<file path="src/rtl/sobel_window_gen.sv">
// 3x3 sliding-window generator for a Sobel stage: two line buffers plus a 3x3 register window.
// Raster pixels are accepted on pix_valid; win_valid pulses once per complete in-image window.
module sobel_window_gen #(
  parameter int IMG_W = 8,
  parameter int PIX_W = 4
) (
  input  logic             Clk,
  input  logic             Rst_n,
  input  logic             pix_valid,
  input  logic [PIX_W-1:0] pix_in,
  input  logic             frame_start,
  output logic [PIX_W-1:0] win1,
  output logic [PIX_W-1:0] win2,
  output logic [PIX_W-1:0] win3,
  output logic [PIX_W-1:0] win4,
  output logic [PIX_W-1:0] win5,
  output logic [PIX_W-1:0] win6,
  output logic [PIX_W-1:0] win7,
  output logic [PIX_W-1:0] win8,
  output logic [PIX_W-1:0] win9,
  output logic             win_valid
);

  localparam int CW = $clog2(IMG_W);

  logic [CW-1:0]    r_col;
  logic [1:0]       r_row;
  logic [PIX_W-1:0] r_lb0 [IMG_W];
  logic [PIX_W-1:0] r_lb1 [IMG_W];
  logic [PIX_W-1:0] r_win [9];
  logic             r_win_valid;

  logic [CW-1:0]    w_col_nxt;
  logic [1:0]       w_row_nxt;
  logic             w_win_ok;

  // Position bookkeeping; a frame_start pixel is itself (0,0), so it never yields a window.
  always_comb begin
    w_col_nxt = r_col;
    w_row_nxt = r_row;
    w_win_ok  = 1'b0;
    if (frame_start) begin
      w_col_nxt = CW'(1);
      w_row_nxt = 2'd0;
    end else if (r_col == CW'(IMG_W - 1)) begin
      w_col_nxt = CW'(0);
      w_row_nxt = (r_row == 2'd2) ? 2'd2 : (r_row + 2'd1);
      w_win_ok  = (r_row == 2'd2);
    end else begin
      w_col_nxt = r_col + CW'(1);
      w_row_nxt = r_row;
      w_win_ok  = (r_row == 2'd2) && (r_col >= CW'(2));
    end
  end

  // Counters, line buffers and window advance only on accepted pixels.
  always_ff @(posedge Clk or negedge Rst_n) begin
    if (!Rst_n) begin
      r_col       <= CW'(0);
      r_row       <= 2'd0;
      r_win_valid <= 1'b0;
      for (int i = 0; i < IMG_W; i++) begin
        r_lb0[i] <= PIX_W'(0);
        r_lb1[i] <= PIX_W'(0);
      end
      for (int i = 0; i < 9; i++) begin
        r_win[i] <= PIX_W'(0);
      end
    end else if (pix_valid) begin
      r_col       <= w_col_nxt;
      r_row       <= w_row_nxt;
      r_win_valid <= w_win_ok;
      r_lb0[0]    <= pix_in;
      r_lb1[0]    <= r_lb0[IMG_W-1];
      for (int i = 1; i < IMG_W; i++) begin
        r_lb0[i] <= r_lb0[i-1];
        r_lb1[i] <= r_lb1[i-1];
      end
      // Shift left; the new right column is (row-2, row-1, row) at this column.
      r_win[0] <= r_win[1];
      r_win[1] <= r_win[2];
      r_win[2] <= r_lb1[IMG_W-1];
      r_win[3] <= r_win[4];
      r_win[4] <= r_win[5];
      r_win[5] <= r_lb0[IMG_W-1];
      r_win[6] <= r_win[7];
      r_win[7] <= r_win[8];
      r_win[8] <= pix_in;
    end else begin
      r_win_valid <= 1'b0;
    end
  end

  assign win1      = r_win[0];
  assign win2      = r_win[1];
  assign win3      = r_win[2];
  assign win4      = r_win[3];
  assign win5      = r_win[4];
  assign win6      = r_win[5];
  assign win7      = r_win[6];
  assign win8      = r_win[7];
  assign win9      = r_win[8];
  assign win_valid = r_win_valid;

endmodule

</file>
<file path="config.mk">
export PLATFORM = sky130hd
export DESIGN_NAME = sobel_window_gen
export DESIGN_NICKNAME = d
export VERILOG_FILES = /design/src/rtl/sobel_window_gen.sv
export SDC_FILE = /design/constraint.sdc
export NUM_CORES = 1
export LEC_CHECK = 0
export BUFFER_PORTS_ARGS = -buffer_cell sky130_fd_sc_hd__buf_2
export CAP_MARGIN = 20
export CORE_UTILIZATION = 57
export CTS_CLUSTER_SIZE = 20
export DETAILED_ROUTE_END_ITERATION = 8
export PLACE_DENSITY_LB_ADDON = 0.2
export SLEW_MARGIN = 15
export SYNTH_ARGS = -nofsm -noshare
export SYNTH_HDL_FRONTEND = slang
export SYNTH_SLANG_ARGS = --single-unit
</file>
<file path="constraint.sdc">
create_clock -name Clk -period 1.65 [get_ports Clk]
set_input_delay 0.33 -clock Clk [delete_from_list [all_inputs] [get_ports Clk]]
set_output_delay 0.33 -clock Clk [all_outputs]
set_load 0.05 [all_outputs]
</file>
==> results of run 1 <==
==> worst paths after layout <==
path / start / to / slack, ns / depth (start not counted)
setup / recovery: r_col[0]$_DFFE_PN0P_ / win_valid$_DFF_PN0_ / 0.26 / 3
hold / removal: pix_in[2] / win9[2]$_DFFE_PN0P_ / 0.22 / 2
setup reg to reg: r_col[0]$_DFFE_PN0P_ / win_valid$_DFF_PN0_ / 0.26 / 3
hold reg to reg: r_lb0[4]$_DFFE_PN0P_ / r_lb0[0]$_DFFE_PN0P_ / 0.50 / 1
max in group asynchronous: Rst_n / r_lb1[11]$_DFFE_PN0P_ / 0.70 / 3
min in group asynchronous: Rst_n / win7[0]$_DFFE_PN0P_ / 0.42 / 2
==> synth_stat cells, types with 2 or more instances <==
library cell / number
buf_2: 2
o21ai_0: 2
buf_6: 7
dfrtp_1: 82
mux2_2: 76
inv_1: 4
buf_4: 24
ha_1: 4
==> power breakdown <==
group / total, W / switching, W / internal, W
registers: 0.00320 / 0.000427 / 0.00278
clock network: 0.00145 / 0.000638 / 0.000813
logic: 0.00249 / 0.00162 / 0.000862
total: 0.00714 / 0.00269 / 0.00445
==> stage by stage <==
stage / setup slack (ns) / power, W / std cells / area [sq um]
after floorplan: 0.3269 / 0.005423 / 213 / 3352
after global placement: 0.2924 / 0.005690 / 302 / 3468
after detailed placement: 0.2695 / 0.005759 / 302 / 3468
after CTS: 0.2608 / 0.007231 / 318 / 3682
after global routing: 0.2100 / 0.007538 / 318 / 3682
final: 0.2634 / 0.007141 / 318 / 3682
==> layer usage <==
layer,global-route usage (%),up-vias,part of all wire (%)
met5,0,-,0
met4,6.667,0,1.5
met3,6.628,7,4.7
met2,23.30,30,43
met1,23.90,822,51
li1,-,772,-
==> area by class of cell <==
class,instances,area share (%)
sequential,82,55.73
multi-input combinational,94,27.59
tap,72,2.446
clock inverter,2,0.9514
inverter,4,0.4077
clock buffer,13,4.587
timing repair buffer,51,8.291
==> kinds of logic (layout without fill, tap and decap cells) <==
logic type               count (synthesis)  in the layout  share of synthesized area (%)
multiplexers                            76             76                          25.53
flip-flops                              82             82                          61.22
buffers and inverters                   37             70                          8.473
AND/OR/NAND/NOR                          6              6                          1.120
AO/OA/AOI/OAI                            8              8                          2.165
adder cells (fa/ha/maj)                  4              4                          1.493
==> repair_timing <==
item | in CTS | in global routing
gates resized for setup | 0 | 0
hold buffers | 1 | 0
hold endpoints to repair | 21 | 0
==> run metrics, run 1 <==
number of global-route vias before repair=between 1500 and 2000; area growth from synthesis to layout=9.854%; largest net degree at the start of global routing=32; I/O pin cnt=45; Via density=a little over 5; mapped cell area=between 3000 and 4000 sq um; CP Capture Type=flip-flop; Skew-Pair Late Insertion Delay=about 0.34 ns; Synth area leader=dfrtp_1; commonest non-fill, non-tap cell in the layout=dfrtp_1; first-pass GRT wire length=7741 um; Seq/Total Area, Yosys=61.22%; post-layout util=between 60% and 70%; post-route minimum period=approximately 1.4 ns; CTS tree=built; Final setup viols=0; WP buf/inv=0; async set-reset flop share out of synthesis=100.0%; Most common cell on crit path=ha_1; outcome=finished clean; CTS buffer count=9; final WL=roughly 4400 um; worst setup path category=reg2reg; syn nets=~230; Hold Vio Cnt, Final=0; HP Class=in2reg; period utilization=a little over four fifths; multi-input logic area=1016 sq um; gr usage total=16.88%; worst path cell trace=ha_1 > ha_1 > o311a_2; setup_tns=0 ns; CP top delay family=adder cells; filler instances=425; highest-count cells in the layout ignoring fill and taps=dfrtp_1, mux2_2, buf_2, clkbuf_8, buf_4; Max Fanout on Critical Path=7; mean routed wirelength per cell=between 10 and 15 um; drt first-iter violations=63; PortBufs=44; Initial Utilization=between 60% and 70%; crit path DAT=around 1.6 ns; kind of start point of the critical path=flip-flop; DP HPWL=2949 um; slowest CP cell=o311a_2; CP peak stage delay=0.41 ns; Main synth FF type=dfrtp_1; DR vias=approximately 1600; Ys Warns=0; H-tree levels=3; share of the synthesized area in the top cell type=61.22%; Reg clk slew, reported paths=~0.070 ns; Max Fclk=approximately 720 MHz; FP Rows=27; n_diodes=0; top flop regs=r_lb0: 20 flops, r_lb1: 20 flops; fin nets=254; Worst-Margin Slew=between 0.3 and 0.4 ns; Die X=about 80 um; layout cells sized above 1=about three fifths; DRC viols=0; Hold Worst Slack=around 0.22 ns; post-synth cell types=20; die area=just over 6000 sq um; pwr/cell area=about 1900 nW/um^2; FF/Latch Area=2052 sq um; Post-CTS Repair Setup Buffers=0; clock sink total=a little over 80; syn avg cell area=around 16 sq um; flops & latches, synth=82; Final ANT Viol Nets=0; GRT Residual Overflow=0; synth top area cells=dfrtp_1, mux2_2, buf_4; LEAKAGE=between 1.5 and 2 nW; core area=between 5000 and 6000 sq um; Worst Path Required=1.87 ns; max_slew headroom=roughly three quarters; Root Driver=clkbuf_8; routability cong.=roughly 0.66; Longest Clk Path Bufs=2; Max Cap Viol=0; Post-synth EDFFs=0; Peak VDD IR=1.010 mV; clk_skew=just under 0.01 ns; Die Ht=slightly below 80 um; RSZ-0062 raised after global routing=no; Pins Over Slew Limit=0; Synth Instances=about 210; antenna violations before repair=0; First-pass DRT Iterations=3
Note: power is estimated with default switching activity, not from simulation.
==> run 2: changes to the inputs <==
--- a/config.mk
+++ b/config.mk
@@ -5,9 +5,10 @@
 export SDC_FILE = /design/constraint.sdc
 export NUM_CORES = 1
 export LEC_CHECK = 0
+export ABC_AREA = 1
 export BUFFER_PORTS_ARGS = -buffer_cell sky130_fd_sc_hd__buf_2
 export CAP_MARGIN = 20
-export CORE_UTILIZATION = 57
+export CORE_UTILIZATION = 51
 export CTS_CLUSTER_SIZE = 20
 export DETAILED_ROUTE_END_ITERATION = 8
 export PLACE_DENSITY_LB_ADDON = 0.2
==> constraint.sdc (replaced) <==
create_clock -name Clk -period 1.1 [get_ports Clk]
set_input_delay 0.22 -clock Clk [delete_from_list [all_inputs] [get_ports Clk]]
set_output_delay 0.22 -clock Clk [all_outputs]
set_load 0.05 [all_outputs]
==> run metrics, run 2 <==
outcome=complete, but fails checks; violated checks=negative setup slack; number of global-route vias before repair=around 2400; mapped cell area=around 3300 sq um; multi-input logic area=about 930 sq um; Longest Clk Path Bufs=2; clk_skew=0.006404 ns; internal cell power=~0.0054 W; WP buf/inv=1; H-tree levels=3; CP peak stage delay=~0.42 ns; crit path DAT=0.93 ns; HP Class=in2reg; Root Driver=clkbuf_8; routability cong.=about 0.72; Max Fclk=873.0 MHz; Pins Over Slew Limit=0; Die X=approximately 83 um; core area=roughly 6300 sq um; Hold Worst Slack=approximately 0.073 ns; Initial Utilization=around 53%; FP Rows=29; Gate power share=a little over a quarter; grt met3 use=around 4.1%; Die Ht=around 83 um; slowest CP cell=dfrtp_1; First-pass DRT Iterations=5; max_slew headroom=between 70% and 80%; most used routing layer=met2; largest net degree at the start of global routing=80; setup_tns=-0.6519 ns; synth top area cells=dfrtp_1, nand2_1, o21ai_0; n_diodes=0; switching power total=~0.0025 W; fin nets=roughly 430; FF/Latch Area=2052 sq um; Final ANT Viol Nets=0; Clk pwr share=~26%; flops & latches, synth=a little over 80; Skew-Pair Late Insertion Delay=approximately 0.34 ns; top flop regs=r_lb0: 20 flops, r_lb1: 20 flops; CTS buffer count=9; Final setup viols=36; gr usage total=between 10% and 20%; filler instances=approximately 500; CP top delay family=flip-flops; highest-count cells in the layout ignoring fill and taps=nand2_1, dfrtp_1, buf_4, o21ai_0, buf_6; PortBufs=44; top-count cell post-synth=nand2_1; CTS tree=built; Hold Vio Cnt, Final=0; Reg2Reg Setup Slack=around 0.020 ns; Worst Path Required=slightly below 0.9 ns; Max Fanout on Critical Path=2; post-synth cell types=16; commonest non-fill, non-tap cell in the layout=nand2_1; Overall Power=roughly 0.008 W; Via density=4.752; Peak VDD IR=1.329 mV; worst setup margin=-0.04553 ns; Post-synth top cells=nand2_1, dfrtp_1, o21ai_0; GRT Residual Overflow=0; share of the synthesized area in the top cell type=between 60% and 70%; Ys Warns=0; Sw Ratio=32.22%; area growth from synthesis to layout=25.97%; CP Capture Type=output port; kind of start point of the critical path=flip-flop; I/O pin cnt=45; Main synth FF type=dfrtp_1; syn avg cell area=just over 9 sq um; post-route minimum period=around 1.1 ns; Post-synth EDFFs=0; pwr/cell area=around 1900 nW/um^2; met2 Use GR=31.59%; GR met1 Demand/Resource=~23%; RSZ-0062 raised after global routing=yes; Synth area leader=dfrtp_1; DR vias=around 2400; post-layout util=66.23%; drt first-iter violations=152; first-pass GRT wire length=10340 um; worst slack, placed=-0.02123 ns; Max Cap Viol=0; Worst-Margin Slew=around 0.36 ns; syn nets=about 370; Reg clk slew, reported paths=approximately 0.080 ns; Reg power frac=47.2%; Seq/Total Area, Yosys=approximately three fifths; LEAKAGE=approximately 2.2 nW; DP HPWL=3288 um; period utilization=104.1%; DRC viols=0; Synth Instances=roughly 360; mean routed wirelength per cell=around 12 um; antenna violations before repair=0; clock sink total=about 80; async set-reset flop share out of synthesis=100.0%; final WL=5983 um; layout cells sized above 1=between 20% and 30%; die area=~6900 sq um; worst setup path category=reg2out; worst path cell trace=buf_6
[run 2: cell count changes after synthesis, sizes merged, moves of 2 or more]
cell and change:
o21ai +37, nor2 +2, buf +6, nand3 +2, mux2 -76, inv +21
nand2 +162, clkbuf +2
[run 2: final cells by class]
cell class              count  area share [%]
flip-flops and latches     82           48.80
multi-input cells         214           22.23
repair buffers             88           19.90
clock buffers              13           4.255
inverters                  25           2.291
well taps                  77           2.291
clock inverters             2          0.2380
[run 2: cells by family after synthesis]
| family | count (synthesis) | synth area share (%) |
|---|---|---|
| flops | 82 | 61.47 |
| compound gates | 40 | 5.997 |
| simple gates | 170 | 19.38 |
| fa+ha+maj | 4 | 1.499 |
| buf+inv | 66 | 11.66 |
[run 2: through the flow]
step	area [sq um]	cells
final	4205	501
after global routing	4205	501
after floorplan	3341	362
after CTS	4096	489
after detailed placement	3485	451
after global placement	3485	451
[run 2: timing repair]
| item | in CTS | in global routing |
|---|---|---|
| setup endpoints to repair | 41 | 41 |
| endpoints found under the hold margin | 82 | 0 |
| hold buffers | 1 | 0 |
| setup buffers | 22 | 12 |
| gates resized for setup | 77 | 5 |
| pin swaps | 0 | 2 |
[run 2: routing by layer]
layer  part of all wire [%]  up-vias  routed length (um)
li1                       -     1199                   -
met5                      0        -                   0
met4                    2.0        0                 121
met2                     50       37                2992
met1                     45     1135                2696
met3                    2.9       10                 173
[run 2: power by group through the flow]
stage / logic (W) / registers, W / clock network [W]
final: 0.00212 / 0.00373 / 0.00205
after global routing: 0.00229 / 0.00378 / 0.00223
after CTS: 0.00202 / 0.00372 / 0.00211
after detailed placement: 0.00157 / 0.00376 / 0
after global placement: 0.00155 / 0.00375 / 0
after floorplan: 0.00109 / 0.00397 / 0
[run 2: final timing paths]
check | startpoint | endpoint | cells past startpoint
setup / recovery | win6[0]$_DFFE_PN0P_ | win6[0] | 1
hold reg to reg | r_lb0[5]$_DFFE_PN0P_ | r_lb0[5]$_DFFE_PN0P_ | 2
hold / removal | pix_in[2] | win9[2]$_DFFE_PN0P_ | 3
max in group asynchronous | Rst_n | win2[2]$_DFFE_PN0P_ | 3
min in group asynchronous | Rst_n | win8[0]$_DFFE_PN0P_ | 3
setup reg to reg | r_col[0]$_DFFE_PN0P_ | win_valid$_DFF_PN0_ | 4
==> run 3: changes to the inputs <==
--- a/config.mk
+++ b/config.mk
@@ -11,7 +11,7 @@
 export CORE_UTILIZATION = 51
 export CTS_CLUSTER_SIZE = 20
 export DETAILED_ROUTE_END_ITERATION = 8
-export PLACE_DENSITY_LB_ADDON = 0.2
+export PLACE_DENSITY = 0.74
 export SLEW_MARGIN = 15
 export SYNTH_ARGS = -nofsm -noshare
 export SYNTH_HDL_FRONTEND = slang
==> run metrics, run 3 (same netlist as run 2, synthesis figures left out) <==
outcome=complete, but fails checks; violated checks=negative setup slack; period utilization=104.9%; final WL=6052 um; drt first-iter violations=between 150 and 200; H-tree levels=3; worst setup path start=win6[0]$_DFFE_PN0P_; setup_tns=-0.5368 ns; post-route minimum period=between 1 and 1.5 ns; highest-count cells in the layout ignoring fill and taps=nand2_1, dfrtp_1, buf_4, o21ai_0, buf_6; commonest non-fill, non-tap cell in the layout=nand2_1; FP Rows=29; CTS buffer count=9; critical path depth=1; internal cell power=roughly 0.0054 W; Reg2Reg Setup Slack=about 0.030 ns; Die Ht=approximately 83 um; Longest Clk Path Bufs=2; max_slew headroom=about three quarters; Max Cap Viol=0; Die X=~83 um; WP buf/inv=1; CTS tree=built; Final Non-Filler Cells=just over 500; worst path cell trace=buf_6; gr usage total=19.00%; First-pass DRT Iterations=4; Root Driver=clkbuf_8; LEAKAGE=around 2.2 nW; Final setup viols=34; Via density=between 4 and 5; layout cells sized above 1=a little over a quarter; pwr/cell area=around 1900 nW/um^2; DRC viols=0; Clk pwr share=about a quarter; Final ANT Viol Nets=0; crit path DAT=0.93 ns; DP HPWL=3518 um; core area=between 6000 and 7000 sq um; PortBufs=between 40 and 50; GRT Residual Overflow=0; Gate power share=a little over a quarter; capture point of the worst reg-to-reg path=win_valid$_DFF_PN0_; area growth from synthesis to layout=26.69%; number of global-route vias before repair=~2400; die area=between 6000 and 7000 sq um; Placement Cell Area=about 3500 sq um; CP top delay family=flip-flops; clock sink total=82; fin nets=roughly 430; Hold Worst Slack=around 0.073 ns; routability cong.=0.7247; Hold Vio Cnt, Final=0; I/O pin cnt=45; Max Fanout on Critical Path=3; Placed Cells=roughly 450; worst slack, placed=-0.03726 ns; CP peak stage delay=~0.43 ns; antenna violations before repair=0; HP Class=in2reg; Worst R2R Start=r_col[1]$_DFFE_PN0P_; Sw Ratio=approximately a third; RSZ-0062 raised after global routing=yes; n_diodes=0; Worst-Margin Slew=between 0.3 and 0.4 ns; DR vias=roughly 2400; first-pass GRT wire length=roughly 10000 um; slowest CP cell=dfrtp_1; switching power total=between 0.002 and 0.003 W; Reg clk slew, reported paths=~0.08 ns; final instance area=approximately 4200 sq um; Skew-Pair Late Insertion Delay=~0.34 ns; top flop regs=r_lb0: 20 flops, r_lb1: 20 flops; Initial Utilization=a little over half; CP Capture Type=output port; largest net degree at the start of global routing=59; Peak VDD IR=1.172 mV; Pins Over Slew Limit=0; depth of the most critical reg-to-reg path=4; Max Fclk=between 800 and 900 MHz; Critical Path End=win6[0]; Worst Path Required=~0.88 ns; worst setup path category=reg2out; worst setup margin=-0.05337 ns; mean routed wirelength per cell=between 10 and 15 um; clk_skew=between 0.006 and 0.007 ns; kind of start point of the critical path=flip-flop; Reg power frac=a little under half
## run 3: changes by cell type in the layout (fill, tap and decap cells not counted), sizes merged
cell	change
buf	+2
bufinv	+1
clkbuf	-1
## run 3: per-layer routing
metal / track usage [%] / up-vias / share of wire [%]
li1: - / 1202 / -
met1: 23.30 / 1140 / 44
met4: 10.03 / 0 / 1.3
met3: 3.280 / 9 / 2.7
met5: 0 / - / 0
met2: 32.19 / 36 / 51
## run 3: through the flow
stage	util [%]	power, W
floorplan	-	0.005058
global placement	55.43	0.005296
detailed placement	55.43	0.005348
CTS	64.85	0.007897
global route	66.60	0.008331
finish	66.60	0.007923
## run 3: how the worst min path moves through the flow
| stage | from | to | cells past startpoint |
|---|---|---|---|
| finish | pix_in[1] | win9[1]$_DFFE_PN0P_ | 3 |
| global route | pix_in[2] | win9[2]$_DFFE_PN0P_ | 3 |
| CTS | pix_in[1] | win9[1]$_DFFE_PN0P_ | 3 |
| detailed placement | Rst_n | win1[0]$_DFFE_PN0P_ | 1 |
| global placement | Rst_n | win1[0]$_DFFE_PN0P_ | 1 |
| floorplan | Rst_n | r_col[0]$_DFFE_PN0P_ | 0 |
## run 3: final cells by class
type	count	area, sq um
clock buffers	12	145.1
clock inverters	3	40.04
fillers	457	2121
inverters	25	96.34
multi-input cells	214	934.6
flip-flops and latches	82	2052
well taps	77	96.34
repair buffers	90	864.6
## run 3: power groups by stage
stage	clock [W]	sequential, W	combinational (W)
2_1_floorplan	0	0.00397	0.00109
5_1_grt	0.00225	0.00379	0.00229
6_report	0.00207	0.00373	0.00212
4_1_cts	0.00215	0.00373	0.00202
3_5_place_dp	0	0.00376	0.00159
3_3_place_gp	0	0.00374	0.00155
## run 3: timing repair
action,in CTS,in global routing
endpoints found under the hold margin,20,0
buffers inserted,20,13
setup endpoints to repair,41,41
hold buffers,1,0
pin swaps,0,3
resized for setup,78,4
